File: src/rtl/riscv_wb_arbiter.sv
// Writeback arbiter: shares the single register-file write port between the in-order
// pipeline (A, priority) and a long-latency unit (B, starvation-bounded). Optional stats via WB_ARB_STATS_EN.
module riscv_wb_arbiter #(
  parameter int DATA_W   = 32,
  parameter int ADDR_W   = 5,
  parameter int MAX_WAIT = 3
) (
  input  logic              clk,
  input  logic              rst,
  input  logic              a_valid_i,
  output logic              a_ready_o,
  input  logic [ADDR_W-1:0] a_idx_i,
  input  logic [DATA_W-1:0] a_val_i,
  input  logic              b_valid_i,
  output logic              b_ready_o,
  input  logic [ADDR_W-1:0] b_idx_i,
  input  logic [DATA_W-1:0] b_val_i,
  output logic              rd_we_o,
  output logic [ADDR_W-1:0] rd_idx_o,
  output logic [DATA_W-1:0] rd_val_o,
`ifdef WB_ARB_STATS_EN
  output logic [31:0]       stall_cnt_o,
  output logic [31:0]       kill_cnt_o,
`endif
  output logic              b_forced_o
);

  localparam logic [3:0] WAIT_MAX = 4'(MAX_WAIT);

  typedef enum logic {A_PRIO, B_FORCE} state_t;

  state_t            state, state_next;
  logic [3:0]        wait_cnt, wait_next;
  logic              kill;
  logic              a_xfer, b_xfer;
  logic              fwd, fwd_sel_b;
  logic [ADDR_W-1:0] fwd_idx;
  logic [DATA_W-1:0] fwd_val;

  always_ff @(posedge clk) begin
    if (rst) begin
      state    <= A_PRIO;
      wait_cnt <= 4'd0;
    end else begin
      state    <= state_next;
      wait_cnt <= wait_next;
    end
  end

  always_comb begin
    a_ready_o  = 1'b0;
    b_ready_o  = 1'b0;
    b_forced_o = 1'b0;
    kill       = 1'b0;
    fwd        = 1'b0;
    fwd_sel_b  = 1'b0;
    if (!rst) begin
      case (state)
        A_PRIO: begin
          // Same-register collision: A's newer write makes B's result dead, so retire B silently.
          kill      = a_valid_i && b_valid_i && (a_idx_i == b_idx_i) && (a_idx_i != '0);
          a_ready_o = 1'b1;
          b_ready_o = !a_valid_i || kill;
        end
        B_FORCE: begin
          b_forced_o = 1'b1;
          b_ready_o  = 1'b1;
          a_ready_o  = !b_valid_i;
        end
        default: ;
      endcase
    end
    a_xfer = a_valid_i && a_ready_o;
    b_xfer = b_valid_i && b_ready_o;
    // A wins whenever it transfers outside B_FORCE; in B_FORCE A only transfers when B is idle.
    if (a_xfer) begin
      fwd = 1'b1;
    end else if (b_xfer) begin
      fwd       = 1'b1;
      fwd_sel_b = 1'b1;
    end
  end

  assign fwd_idx = fwd_sel_b ? b_idx_i : a_idx_i;
  assign fwd_val = fwd_sel_b ? b_val_i : a_val_i;

  always_comb begin
    wait_next = wait_cnt;
    if (!b_valid_i || b_xfer)    wait_next = 4'd0;
    else if (wait_cnt < WAIT_MAX) wait_next = wait_cnt + 4'd1;
    state_next = (wait_next == WAIT_MAX) ? B_FORCE : A_PRIO;
  end

  always_ff @(posedge clk) begin
    if (rst) begin
      rd_we_o  <= 1'b0;
      rd_idx_o <= '0;
      rd_val_o <= '0;
    end else if (fwd) begin
      rd_we_o  <= (fwd_idx != '0);
      rd_idx_o <= fwd_idx;
      rd_val_o <= fwd_val;
    end else begin
      rd_we_o  <= 1'b0;
    end
  end

`ifdef WB_ARB_STATS_EN
  always_ff @(posedge clk) begin
    if (rst) begin
      stall_cnt_o <= 32'd0;
      kill_cnt_o  <= 32'd0;
    end else begin
      if (a_valid_i && !a_ready_o) stall_cnt_o <= stall_cnt_o + 32'd1;
      if (kill)                    kill_cnt_o  <= kill_cnt_o + 32'd1;
    end
  end
`endif

endmodule

File: config.mk
export PLATFORM = sky130hd
export DESIGN_NAME = riscv_wb_arbiter
export DESIGN_NICKNAME = d
export VERILOG_FILES = /design/src/rtl/riscv_wb_arbiter.sv
export SDC_FILE = /design/constraint.sdc
export NUM_CORES = 1
export LEC_CHECK = 0
export BUFFER_PORTS_ARGS = -buffer_cell sky130_fd_sc_hd__buf_4
export CAP_MARGIN = 30
export CORE_MARGIN = 1
export CORE_UTILIZATION = 35
export DETAILED_ROUTE_END_ITERATION = 12
export GPL_ROUTABILITY_DRIVEN = 0
export PLACE_DENSITY = 0.67
export SYNTH_ARGS = -nofsm -noshare
export SYNTH_HDL_FRONTEND = slang
export SYNTH_SLANG_ARGS = --single-unit
File: constraint.sdc
create_clock -name clk -period 2.6 [get_ports clk]
set_input_delay 0.78 -clock clk [delete_from_list [all_inputs] [get_ports clk]]
set_output_delay 0.78 -clock clk [all_outputs]
set_load 0.005 [all_outputs]
==> results by group <==
Yosys
  • #FFs+latches synth: 43
  • Post-synth cell types: 33
  • Cell area after synthesis: 0.00193 mm2
  • Sequential fraction of the synthesis area: 44.6%
  • Avg Inst Size Synth: 9.19 um2
  • Synthesized net count: 289
  • Synth warn: 0
  • Post-synthesis cell count: 210

Clock network
  • CTS tree: yes
  • CTS sink count: 43
  • Clock latency on the worst-skew pair: 0.29 ns
  • Clock-pin transition on the worst setup and hold timing paths: 0.07 ns
  • Htree depth: 2
  • Worst-case clock buffer depth: 2
  • Root Buffer: clkbuf_8
  • CTS Buf Count: 5

GRT
  • Initial antenna violation count: 0
  • Largest net degree at the start of global routing: 34
  • Total track usage: 19.6%
  • First-pass GRT wire length: 9.17 mm
  • Gr ovfl total: 0
  • Vias in the first global route: 1962

STA
  • Slew margin rel.: 62.4%
  • Part of the cycle the worst path needs: 104%
  • # setup viols final: 1
  • Tmin final: 2.70 ns
  • F_max: 370 MHz
  • Setup ws final: -0.104 ns
  • Max-slew violations: 0
  • Unrepaired setup endpoints after global routing: true
  • Setup_tns: -0.104 ns
  • Clk_skew: 0.00373 ns
  • Final hold vios: 0
  • Worst-Margin Slew: 0.562 ns

Drt
  • Wire per inst: 13.7 um
  • Total wire length: 5.54 mm
  • Vias post-DR: 2048
  • Detailed Routing Iterations Pass 1: 4
  • Antenna viol nets, final: 0
  • Initial DRC count: 92
  • Vias per cell: 5.08
  • DR DRC count: 0

Pwr
  • Clock network power share: 26.2%
  • Power Total: 1.46 mW
  • Sw Pwr: 0.365 mW
  • Sw frac: 24.9%
  • Worst IR Drop VDD: 0.000291 V
  • Int Power: 1.10 mW
  • LEAKAGE: 1.35 nW
  • Comb power frac: 23.2%
  • Sequential power share: 50.6%
  • PD cells: 483 mW/mm2

Layout
  • # fillers: 512
  • Share of cells above drive strength 1: 44.4%
  • # diodes: 0
  • Layout Nets: 413
  • Most common cell after layout, fill and taps aside: buf_4
  • Most frequent cells in the layout: buf_4 (133), dfxtp_1 (43), nand3b_1 (33)
  • Area Growth Syn to Fin: 57.0%
  • Sequential cell area: 861 um2
  • Area of the multi-input gates: 980 um2

Critical path
  • CP cell instances: buf_6, or4_4, a21oi_2, or3_4, a31oi_1, buf_4
  • CP arrival: 1.92 ns
  • CP bufs+invs: 2
  • CP Capture Type: output port
  • Worst setup startpoint: b_idx_i[3]
  • Crit Path Max Fanout: 3
  • WP data required: 1.82 ns
  • Setup crit start kind: input port
  • CP peak stage delay: 0.54 ns
  • Critical path's top delay family: simple AND/OR/NAND/NOR gates
  • R2r startpoint: state
  • Critical-path top delay cell: or4_4
  • CP Class: in2out

Die
  • Die Y: 76.2 um
  • Die X: 76.2 um
  • Boundary Pins: 119
  • Initial Util: 37.1%
  • Die ar.: 0.00581 mm2
  • FP Rows: 26
  • Core ar.: 0.00520 mm2

Run status
  • Failing checks: negative setup slack
  • Outcome: finished, violations left

Min path
  • Min-delay src: wait_cnt[2]
  • HP Class: reg2reg

Placement
  • Detailed Place HPWL: 3.96 mm
  • Port bufs: 118

Job
  • Max-cap violations: 0
==> metrics by stage <==
step           hold WS [ns]  utilization [%]  instance area [um2]  setup WS [ns]  std cells
2_1_floorplan         0.429                -                 1930          0.138        210
3_3_place_gp          0.452             56.2                 2920         -0.133        394
3_5_place_dp          0.456             56.2                 2920         -0.140        394
4_1_cts               0.483             58.1                 3020         -0.116        402
5_1_grt               0.497             58.2                 3030         -0.137        403
6_report              0.478             58.2                 3030         -0.104        403
==> worst reg2reg max path: stages, from the launching register on <==
cell	delay, ns
dfxtp_1	0.41
inv_1	0.10
a211o_1	0.32
buf_4	0.22
mux2i_1	0.23
o21ai_0	0.11
==> kinds of logic after synthesis <==
family	share of synthesized area, %
AOI/OAI and AO/OA	23.5
xor gates and xnor gates	2.27
adders and majority gates	0.648
buffers and inverters	4.93
DFF	44.6
muxes	3.11
and+or+nand+nor	20.9
==> layer usage <==
layer | GRT usage (%) | vias to the layer above | share of wire [%]
met5 | 0 | - | 0
met4 | 5.19 | 0 | 1.2
met3 | 7.19 | 7 | 8.6
met2 | 32.3 | 80 | 46
met1 | 24.0 | 929 | 44
li1 | - | 1032 | -
==> power by group through the flow <==
stage               Sequential, mW  Combinational, mW  Clock [mW]
floorplan                    0.759              0.118           0
global placement             0.753              0.335           0
detailed placement           0.755              0.339           0
CTS                          0.740              0.343       0.396
global route                 0.747              0.374       0.431
finish                       0.740              0.339       0.384
==> flip-flops by register name, indices dropped and copies added, names as in the netlist <==
name / flops
state: 1
rd_val_o: 32
wait_cnt: 4
rd_we_o: 1
rd_idx_o: 5
==> Yosys cell counts, drive strengths merged <==
cell / number / area share [%]
o311a: 1 / 0.52
nor4b: 1 / 1.2
nand3b: 33 / 13
nor3: 2 / 0.52
dfxtp: 43 / 45
and3: 2 / 0.65
or4: 1 / 0.58
buf: 6 / 2.2
and2: 1 / 0.32
nor4: 1 / 0.65
a31oi: 2 / 0.65
or3: 1 / 0.39
nor2: 11 / 2.1
o31ai: 1 / 0.65
or2: 1 / 0.32
ha: 1 / 0.65
o21ai: 33 / 8.6
xnor2: 5 / 2.3
o22ai: 32 / 10
clkbuf: 12 / 2.3
nand2: 2 / 0.39
a211oi: 4 / 1.6
mux2i: 6 / 3.1
nor3b: 1 / 0.39
nand3: 2 / 0.52
a211o: 1 / 0.45
a21oi: 2 / 0.71
inv: 2 / 0.39
==> layout make-up <==
cell class / instances / share of cell area (%)
inverters: 2 / 0.248
repair buffers: 135 / 33.7
clock buffers: 6 / 2.40
well taps: 70 / 2.89
multi-input cells: 147 / 32.3
flip-flops and latches: 43 / 28.4
==> worst paths after layout <==
kind	endpoint	slack, ns	cells past startpoint
setup / recovery	b_ready_o	-0.10	6
setup reg to reg	rd_idx_o[4]	1.08	5
hold reg to reg	state	0.48	1
hold / removal	state	0.48	1
==> what timing repair did <==
action / in CTS / in global routing
setup buffers: 2 / 1
cloned: 0 / 0
gates resized for setup: 3 / 0
endpoints found under the setup margin: 1 / 1
pin swaps: 4 / 2
hold buffers: 0 / 0
Note: power is estimated with default switching activity, not from simulation.
